[config.mk]
export PLATFORM = sky130hd
export DESIGN_NAME = btn_conditioner
export DESIGN_NICKNAME = d
export VERILOG_FILES = /design/src/rtl/btn_pkg.sv /design/src/rtl/btn_debounce_ch.sv /design/src/rtl/btn_conditioner.sv
export SDC_FILE = /design/constraint.sdc
export NUM_CORES = 1
export LEC_CHECK = 0
export CAP_MARGIN = 20
export CORE_ASPECT_RATIO = 1.75
export CORE_UTILIZATION = 29
export DETAILED_ROUTE_END_ITERATION = 6
export PLACE_DENSITY = 0.52
export RECOVER_POWER = 50
export SLEW_MARGIN = 20
export SYNTH_ARGS = -nofsm -noshare
export SYNTH_HDL_FRONTEND = slang
export SYNTH_SLANG_ARGS = --single-unit
[constraint.sdc]
create_clock -name rclock -period 7.55 [get_ports rclock]
set_clock_uncertainty 0.15 [all_clocks]
set_input_delay 0.755 -clock rclock [delete_from_list [all_inputs] [get_ports rclock]]
set_output_delay 0.755 -clock rclock [all_outputs]
set_load 0.03 [all_outputs]
[src/rtl/btn_pkg.sv]
// Shared types and constants for the push-button conditioner.
// Optional feature macro: BTN_AUTOREPEAT_EN (auto-repeat press pulses while held).
package btn_pkg;

    // Debounce FSM states: released, checking press, held, checking release.
    typedef enum logic [1:0] {
        REL   = 2'd0,
        CHK_P = 2'd1,
        HELD  = 2'd2,
        CHK_R = 2'd3
    } db_state_e;

    // Default timing at 50 MHz.
    localparam int DEF_DEBOUNCE_CYCLES = 1000000;   // 20 ms
    localparam int DEF_REPEAT_DELAY    = 25000000;  // 500 ms
    localparam int DEF_REPEAT_PERIOD   = 10000000;  // 200 ms

    // Width of a counter that must hold values 0..n.
    function automatic int cnt_w(input int n);
        return (n < 1) ? 1 : $clog2(n + 1);
    endfunction

endpackage

[src/rtl/btn_debounce_ch.sv]
// One button channel: 2-flop synchroniser, debounce FSM, registered
// press/release pulses and, with BTN_AUTOREPEAT_EN, a repeat counter.
module btn_debounce_ch
    import btn_pkg::*;
#(
    parameter int DEBOUNCE_CYCLES = DEF_DEBOUNCE_CYCLES,
    parameter int REPEAT_DELAY    = DEF_REPEAT_DELAY,
    parameter int REPEAT_PERIOD   = DEF_REPEAT_PERIOD
) (
    input  logic rclock,
    input  logic rst,
    input  logic btn_in,
    output logic level,
    output logic press,
    output logic release_o
);

    localparam int CW = cnt_w(DEBOUNCE_CYCLES);

    // Elaboration-time parameter sanity check.
    if (DEBOUNCE_CYCLES < 1 || REPEAT_DELAY < 1 || REPEAT_PERIOD < 1) begin : g_bad_cfg
        $error("btn_debounce_ch: timing parameters must be >= 1");
    end

    logic          s1_q, s2_q;
    db_state_e     state_q, state_d;
    logic [CW-1:0] cnt_q, cnt_d;
    logic          press_q, press_d, press_n;
    logic          rel_q, rel_d;

    // Debounce next-state: count consecutive cycles that disagree with the level.
    always_comb begin
        state_d = state_q;
        cnt_d   = cnt_q;
        press_d = 1'b0;
        rel_d   = 1'b0;
        case (state_q)
            REL: if (s2_q) begin
                // A one-cycle debounce window is already satisfied by this sample.
                if (DEBOUNCE_CYCLES <= 1) begin
                    state_d = HELD;
                    cnt_d   = '0;
                    press_d = 1'b1;
                end else begin
                    state_d = CHK_P;
                    cnt_d   = CW'(1);
                end
            end
            CHK_P: if (!s2_q) begin
                state_d = REL;
                cnt_d   = '0;
            end else if (int'(cnt_q) + 1 >= DEBOUNCE_CYCLES) begin
                state_d = HELD;
                cnt_d   = '0;
                press_d = 1'b1;
            end else begin
                cnt_d = cnt_q + CW'(1);
            end
            HELD: if (!s2_q) begin
                if (DEBOUNCE_CYCLES <= 1) begin
                    state_d = REL;
                    cnt_d   = '0;
                    rel_d   = 1'b1;
                end else begin
                    state_d = CHK_R;
                    cnt_d   = CW'(1);
                end
            end
            CHK_R: if (s2_q) begin
                state_d = HELD;
                cnt_d   = '0;
            end else if (int'(cnt_q) + 1 >= DEBOUNCE_CYCLES) begin
                state_d = REL;
                cnt_d   = '0;
                rel_d   = 1'b1;
            end else begin
                cnt_d = cnt_q + CW'(1);
            end
            default: begin
                state_d = REL;
                cnt_d   = '0;
            end
        endcase
    end

`ifdef BTN_AUTOREPEAT_EN
    localparam int RMAX = (REPEAT_DELAY > REPEAT_PERIOD) ? REPEAT_DELAY : REPEAT_PERIOD;
    localparam int RW   = cnt_w(RMAX);

    logic [RW-1:0] rpt_q, rpt_d;
    logic          rpt_first_q, rpt_first_d;
    logic          rpt_fire;

    // Repeat timer: first interval REPEAT_DELAY, then REPEAT_PERIOD, while held.
    always_comb begin
        rpt_d       = rpt_q;
        rpt_first_d = rpt_first_q;
        rpt_fire    = 1'b0;
        if (state_d == REL || press_d) begin
            rpt_d       = '0;
            rpt_first_d = 1'b1;
        end else if (state_q == HELD || state_q == CHK_R) begin
            if (int'(rpt_q) + 1 >= (rpt_first_q ? REPEAT_DELAY : REPEAT_PERIOD)) begin
                rpt_fire    = 1'b1;
                rpt_d       = '0;
                rpt_first_d = 1'b0;
            end else begin
                rpt_d = rpt_q + RW'(1);
            end
        end
        press_n = press_d | (rpt_fire & ~rel_d);
    end

    // Repeat timer registers.
    always_ff @(posedge rclock) begin
        if (rst) begin
            rpt_q       <= '0;
            rpt_first_q <= 1'b1;
        end else begin
            rpt_q       <= rpt_d;
            rpt_first_q <= rpt_first_d;
        end
    end
`else
    // Without auto-repeat only the debounced rising edge produces a press.
    always_comb press_n = press_d;
`endif

    // Synchroniser, FSM state and registered pulse outputs.
    always_ff @(posedge rclock) begin
        if (rst) begin
            s1_q    <= 1'b0;
            s2_q    <= 1'b0;
            state_q <= REL;
            cnt_q   <= '0;
            press_q <= 1'b0;
            rel_q   <= 1'b0;
        end else begin
            s1_q    <= btn_in;
            s2_q    <= s1_q;
            state_q <= state_d;
            cnt_q   <= cnt_d;
            press_q <= press_n;
            rel_q   <= rel_d;
        end
    end

    assign level     = (state_q == HELD) || (state_q == CHK_R);
    assign press     = press_q;
    assign release_o = rel_q;

endmodule

[src/rtl/btn_conditioner.sv]
// N_BTN independent button conditioners. The falling-edge pulse port is
// called release_o because "release" is a reserved word in SystemVerilog.
// Optional feature macro: BTN_AUTOREPEAT_EN.
module btn_conditioner
    import btn_pkg::*;
#(
    parameter int N_BTN           = 4,
    parameter int DEBOUNCE_CYCLES = DEF_DEBOUNCE_CYCLES,
    parameter int REPEAT_DELAY    = DEF_REPEAT_DELAY,
    parameter int REPEAT_PERIOD   = DEF_REPEAT_PERIOD
) (
    input  logic             rclock,
    input  logic             rst,
    input  logic [N_BTN-1:0] button,
    output logic [N_BTN-1:0] level,
    output logic [N_BTN-1:0] press,
    output logic [N_BTN-1:0] release_o
);

    for (genvar g = 0; g < N_BTN; g++) begin : g_ch
        btn_debounce_ch #(
            .DEBOUNCE_CYCLES(DEBOUNCE_CYCLES),
            .REPEAT_DELAY   (REPEAT_DELAY),
            .REPEAT_PERIOD  (REPEAT_PERIOD)
        ) u_ch (
            .rclock   (rclock),
            .rst      (rst),
            .btn_in   (button[g]),
            .level    (level[g]),
            .press    (press[g]),
            .release_o(release_o[g])
        );
    end

endmodule

==> results of run 1 <==
==> through the flow <==
step | hold slack [ps] | util (%)
floorplan | 264 | -
global placement | 269 | 31.3
detailed placement | 276 | 31.3
CTS | 297 | 33.0
global route | 318 | 32.8
finish | 292 | 32.8
==> flip-flops by register name (all words and copies together) (netlist names), named ones only <==
register / count
g_ch.u_ch.cnt_q: 80
g_ch.u_ch.press: 4
g_ch.u_ch.release_o: 4
g_ch.u_ch.s1_q: 4
g_ch.u_ch.s2_q: 4
g_ch.u_ch.state_q: 4
==> power by group through the flow <==
stage                     clock network [mW]  registers [mW]  logic, mW
final                                  0.515           0.555     0.0323
after global routing                   0.552           0.556     0.0356
after CTS                              0.531           0.555     0.0328
after detailed placement                   0           0.568     0.0328
after global placement                     0           0.568     0.0326
after floorplan                            0           0.567     0.0210
==> logic make-up after synthesis <==
| logic type | Yosys count | synth area share, % |
|---|---|---|
| AND/OR/NAND/NOR | 352 | 31.9 |
| AO/OA/AOI/OAI | 155 | 18.8 |
| flip-flops | 104 | 36.1 |
| buffers and inverters | 70 | 5.79 |
| XOR/XNOR | 27 | 4.10 |
| multiplexers | 14 | 2.47 |
| adder cells (fa/ha/maj) | 4 | 0.867 |
==> placed cells by master (no fill, tap or decap), types with 12 or more instances in the layout <==
| master | netlist | final |
|---|---|---|
| a21o_1 | 17 | 17 |
| a21oi_1 | 22 | 22 |
| a31oi_1 | 14 | 14 |
| and3_1 | 12 | 12 |
| dfxtp_1 | 104 | 104 |
| dlygate4sd3_1 | 0 | 12 |
| inv_1 | 19 | 19 |
| mux2i_1 | 12 | 12 |
| nand2_1 | 92 | 92 |
| nand3_1 | 58 | 58 |
| nand4_1 | 21 | 22 |
| nor2_1 | 51 | 50 |
| nor2b_1 | 13 | 13 |
| nor3_1 | 24 | 21 |
| nor4_1 | 15 | 15 |
| o21ai_0 | 33 | 33 |
| or3_1 | 13 | 13 |
| xor2_1 | 18 | 18 |
==> layer usage <==
metal  share of wire, %  GRT usage (%)  vias to the layer above
met2                 52           25.3                       51
li1                   -              -                     2626
met1                 44           15.3                     2378
met5                  0              0                        -
met3                2.1           2.39                       19
met4                1.8           5.51                        0
==> worst max-delay path by stage <==
stage                          startpoint                     end  slack, ps  cells past startpoint
floorplan           g_ch[2].u_ch.cnt_q[0]  g_ch[2].u_ch.cnt_q[13]       4680                      9
global placement    g_ch[3].u_ch.cnt_q[7]  g_ch[3].u_ch.cnt_q[18]       3930                      9
detailed placement  g_ch[3].u_ch.cnt_q[0]   g_ch[3].u_ch.cnt_q[9]       3830                     10
CTS                 g_ch[3].u_ch.cnt_q[0]   g_ch[3].u_ch.cnt_q[9]       3800                     10
global route        g_ch[1].u_ch.cnt_q[0]  g_ch[1].u_ch.cnt_q[15]       3120                      9
finish              g_ch[1].u_ch.cnt_q[0]  g_ch[1].u_ch.cnt_q[15]       3560                      9
==> layout make-up <==
| type | instances | area share (%) |
|---|---|---|
| inverters | 19 | 1.12 |
| well taps | 241 | 4.75 |
| repair buffers | 25 | 3.43 |
| multi-input cells | 552 | 52.9 |
| flip-flops and latches | 104 | 32.8 |
| clock inverters | 6 | 1.46 |
| clock buffers | 10 | 3.61 |
==> flow_metrics.py, run 1 <==
metrics = {
    "global_routing": {
        "grt_overflow": 0,
        "antenna_found_initial": 0,
        "track_usage_pct": 13.8,
        "grt_pass1_vias": 4908,
        "grt_max_degree": 45,
        "grt_pass1_wl_mm": 23.0,
    },
    "synth": {
        "syn_nets": 736,
        "yosys-top-cells-area": "dfxtp_1 36%, nand2_1 6.0%, nand3_1 5.0%",
        "ys_ff_latch": 104,
        "yosysWarningCount": 0,
        "synthDistinctLibCells": 72,
        "synth.most_common_cell": "dfxtp_1",
        "postSynthAreaPerCell_sq_um": 7.95,
        "synth_edf_count": 0,
        "async_flop_share_pct": 0,
        "syn_area_sq_um": 5770,
        "synth_top_cell_area_share_pct": 36.1,
        "synth-seq-area-share_pct": 36.1,
        "yosys.area.top_type": "dfxtp_1",
        "ys.flop_type": "dfxtp_1",
        "ys_top_cells_by_count": "104 x dfxtp_1, 92 x nand2_1, 58 x nand3_1, 51 x nor2_1, 33 x o21ai_0",
        "syn_inst": 726,
    },
    "cells_and_area": {
        "fin_cells": 957,
        "final-seq-area_sq_um": 2080,
        "design_area_sq_um": 6350,
        "syn_to_final_growth_pct": 9.99,
        "drive_above_1_share_pct": 6.28,
        "fillers": 2025,
        "multiInputGateArea_sq_um": 3360,
        "fin_nets": 721,
        "antennaDiodeCount": 0,
    },
    "power": {
        "p_comb_share_pct": 2.9,
        "power_switching_mw": 0.245,
        "clock_power_share_pct": 46.7,
        "p_sw_share_pct": 22.2,
        "max-vdd-ir-drop_mv": 0.134,
        "finalPower_mw": 1.10,
        "p_int_mw": 0.857,
        "seqPwrFrac_pct": 50.4,
        "leakagePower_nw": 2.22,
        "p_per_area_nw_per_um2": 174,
    },
    "critical_path": {
        "slowest_stage": "a31oi_1",
        "path_max_fanout": 23,
        "required_ps": 7700,
        "crit_arrival_ps": 4130,
        "rrSetupSlack_ps": 3560,
        "start_kind": "register",
        "rr_worst_depth": 9,
        "path_cells": "ha_1 > nand3_1 > nor2_1 > nand2_1 > a32oi_1 > nand3_1 > a31oi_1 > o21ai_0 > nand2_1",
        "cp-end-kind": "register",
        "crit_type": "register to register",
        "cp_top_family": "compound AO/OA/AOI/OAI gates",
        "slowest_delay_ps": 1450,
        "critPathBufInv": 0,
        "reg2reg_to": "g_ch[1].u_ch.cnt_q[15]",
        "r2r-start": "g_ch[1].u_ch.cnt_q[0]",
    },
    "floorplanning": {
        "rows": 67,
        "start_util_pct": 29.8,
        "coreArea_sq_um": 19400,
        "ioPinCount": 18,
        "die_height_microns": 189,
        "fp.dieW_microns": 109,
        "die-area_sq_um": 20500,
    },
    "clock_tree": {
        "cts.repair.resized": 0,
        "cts_sinks": 104,
        "cts_tree": "built",
        "path_clk_slew_ps": 70,
        "cts_setup_buffers": 0,
        "postCtsHoldBufs": 0,
        "worst_skew_pair.late_latency_ps": 360,
        "clockBufferDepth": 2,
        "cts-htree-levels": 3,
        "cts_inserted_buffers": 9,
        "cts-root-buf": "clkbuf_16",
    },
    "sta": {
        "setup_tns_ps": 0,
        "finalSetupViolCount": 0,
        "grt_setup_unrepaired": "no",
        "maxSlewViolCount": 69,
        "worst_slew_pin_slew_ps": 1990,
        "period_minus_slack_ps": 3990,
        "period_share_pct": 52.8,
        "layout_setup_ws_ps": 3560,
        "hold_viol_final": 0,
        "slew_headroom_pct": -33.1,
        "fmax_mhz": 251,
    },
    "place": {
        "gp_congestion": 0.812,
        "pre_cts_slack_ps": 3830,
        "numPortBuffers": 17,
        "place_hpwl_mm": 9.36,
        "dpl_cell_area_sq_um": 6060,
        "dpl.cell_count": 941,
    },
    "drt": {
        "final_antenna_net_count": 0,
        "drtPass1Iterations": 4,
        "wl_per_cell_microns": 14.0,
        "wl_mm": 13.4,
        "routed_via_density": 5.30,
        "via_count": 5074,
        "drtIter0Drc": 149,
        "drc": 0,
    },
    "worst_hold_path": {
        "holdPathStages": 1,
        "hp-class": "register to register",
        "min_from": "g_ch[0].u_ch.s1_q",
        "hold_end": "g_ch[0].u_ch.s2_q",
    },
    "run_status": {
        "violations": "max-capacitance violations, max-slew violations",
        "status": "finished with violations",
    },
    "job": {
        "cap_violations": 2,
    },
}
No activity file was read; power rests on OpenSTA's default activity.
==> run 2, diff against run 1 <==
- clock period: 7.55 -> 3.8 ns (I/O delays scaled with it)
==> run 2 against run 1 <==
Net effect:
- count of clock-buffer cells in the layout is 1 lower
- sequential power rose by 98%
- register-to-register slack got worse by 3100 ps
- core utilization is 0.25 points higher
- the flow now finishes without violations
- largest power group unchanged
- highest routed layer unchanged
- sequential share of layout area fell by 0.25 points
- routed wire length rose by 1.5%
- hold slack barely moved
- critical path depth fell by 1
==> flow_metrics.py, run 2 (synthesis results as in run 1) <==
metrics = {
    "run_status": {
        "status": "finished clean",
    },
    "place": {
        "numPortBuffers": 17,
        "place_hpwl_mm": 9.76,
        "dpl_cell_area_sq_um": 6150,
        "dpl.cell_count": 952,
        "pre_cts_slack_ps": 614,
        "gp_congestion": 0.822,
    },
    "floorplanning": {
        "start_util_pct": 29.8,
        "ioPinCount": 18,
        "rows": 67,
        "fp.dieW_microns": 109,
        "die-area_sq_um": 20500,
        "coreArea_sq_um": 19400,
        "die_height_microns": 189,
    },
    "global_routing": {
        "grt_max_degree": 21,
        "track_usage_pct": 13.9,
        "grt_pass1_vias": 4802,
        "grt_overflow": 0,
        "antenna_found_initial": 0,
        "grt_pass1_wl_mm": 22.8,
    },
    "sta": {
        "grt_setup_unrepaired": "no",
        "period_share_pct": 89.0,
        "hold_slack_ps": 293,
        "maxSlewViolCount": 0,
        "slew_headroom_pct": 39.4,
        "layout_setup_ws_ps": 420,
        "period_minus_slack_ps": 3380,
        "fmax_mhz": 296,
        "worst_slew_pin_slew_ps": 905,
        "hold_viol_final": 0,
        "finalSetupViolCount": 0,
        "setup_tns_ps": 0,
    },
    "cells_and_area": {
        "design_area_sq_um": 6400,
        "drive_above_1_share_pct": 7.15,
        "largest-register": "g_ch.u_ch.cnt_q",
        "final_cell_mix": "104 x dfxtp_1, 92 x nand2_1, 58 x nand3_1, 51 x nor2_1, 33 x o21ai_0",
        "largest_reg_flops": 80,
        "antennaDiodeCount": 0,
        "mostFrequentLayoutCell": "dfxtp_1",
        "utilization_pct": 33.0,
        "fin_cells": 968,
        "syn_to_final_growth_pct": 10.8,
        "fin_nets": 732,
    },
    "clock_tree": {
        "path_clk_slew_ps": 90,
        "worst_skew_pair.late_latency_ps": 360,
        "cts-htree-levels": 3,
        "postCtsHoldBufs": 0,
        "clockBufferDepth": 2,
        "cts_tree": "built",
        "cts_inserted_buffers": 9,
        "cts-root-buf": "clkbuf_16",
        "cts.repair.resized": 0,
        "cts_sinks": 104,
        "cts_setup_buffers": 0,
    },
    "drt": {
        "routed_via_density": 5.29,
        "drtIter0Drc": 206,
        "via_count": 5123,
        "drtPass1Iterations": 4,
        "drc": 0,
        "wl_per_cell_microns": 14.0,
        "wl_mm": 13.6,
        "final_antenna_net_count": 0,
    },
    "critical_path": {
        "start_kind": "register",
        "slowest_stage": "or4_1",
        "path_cells": "nand4_1 > or4_1 > a2111oi_2 > o32ai_1 > o211a_1 > or2_1 > or3_1 > o21ai_1",
        "path_depth": 8,
        "rr_worst_depth": 8,
        "slowest_delay_ps": 700,
        "cp-end-kind": "register",
        "path_max_fanout": 19,
        "rrSetupSlack_ps": 420,
        "crit_arrival_ps": 3520,
        "critPathBufInv": 0,
        "cp_top_family": "simple AND/OR/NAND/NOR gates",
        "crit_type": "register to register",
        "required_ps": 3940,
    },
    "power": {
        "seqPwrFrac_pct": 52.2,
        "finalPower_mw": 2.11,
        "max-vdd-ir-drop_mv": 0.261,
        "power_switching_mw": 0.526,
        "leakagePower_nw": 2.26,
        "p_comb_share_pct": 3.0,
        "p_per_area_nw_per_um2": 330,
        "p_sw_share_pct": 24.9,
        "p_int_mw": 1.59,
        "clock_power_share_pct": 44.8,
    },
    "job": {
        "cap_violations": 0,
    },
    "worst_hold_path": {
        "holdPathStages": 1,
        "hp-class": "register to register",
    },
}
==> run 2: per-layer routing <==
layer / share of wire, % / vias to the layer above / wire length (microns) / global-route usage (%)
met5: 0 / - / 0 / 0
met3: 2.0 / 15 / 278 / 2.53
li1: - / 2638 / - / -
met2: 53 / 49 / 7250 / 25.7
met1: 43 / 2421 / 5800 / 15.1
met4: 1.8 / 0 / 248 / 5.46
==> run 2: final cells by class <==
cell class | count | area [sq um]
clock buffer | 9 | 225
clock inverter | 7 | 70.1
fill | 2066 | 13000
inverter | 19 | 71.3
multi-input combinational | 552 | 3340
sequential | 104 | 2080
tap | 241 | 302
timing repair buffer | 36 | 308
==> run 2: power groups by stage <==
| stage | logic [mW] | clock network [mW] | registers (mW) |
|---|---|---|---|
| floorplan | 0.0417 | 0 | 1.13 |
| global placement | 0.0663 | 0 | 1.13 |
| global route | 0.0723 | 1.03 | 1.10 |
| detailed placement | 0.0668 | 0 | 1.13 |
| finish | 0.0644 | 0.946 | 1.10 |
| CTS | 0.0670 | 0.992 | 1.10 |
==> run 2: final timing paths <==
kind	endpoint	from
min	g_ch[0].u_ch.s2_q	g_ch[0].u_ch.s1_q
min reg2reg	g_ch[0].u_ch.s2_q	g_ch[0].u_ch.s1_q
max	g_ch[0].u_ch.cnt_q[16]	g_ch[0].u_ch.cnt_q[4]
max reg2reg	g_ch[0].u_ch.cnt_q[16]	g_ch[0].u_ch.cnt_q[4]
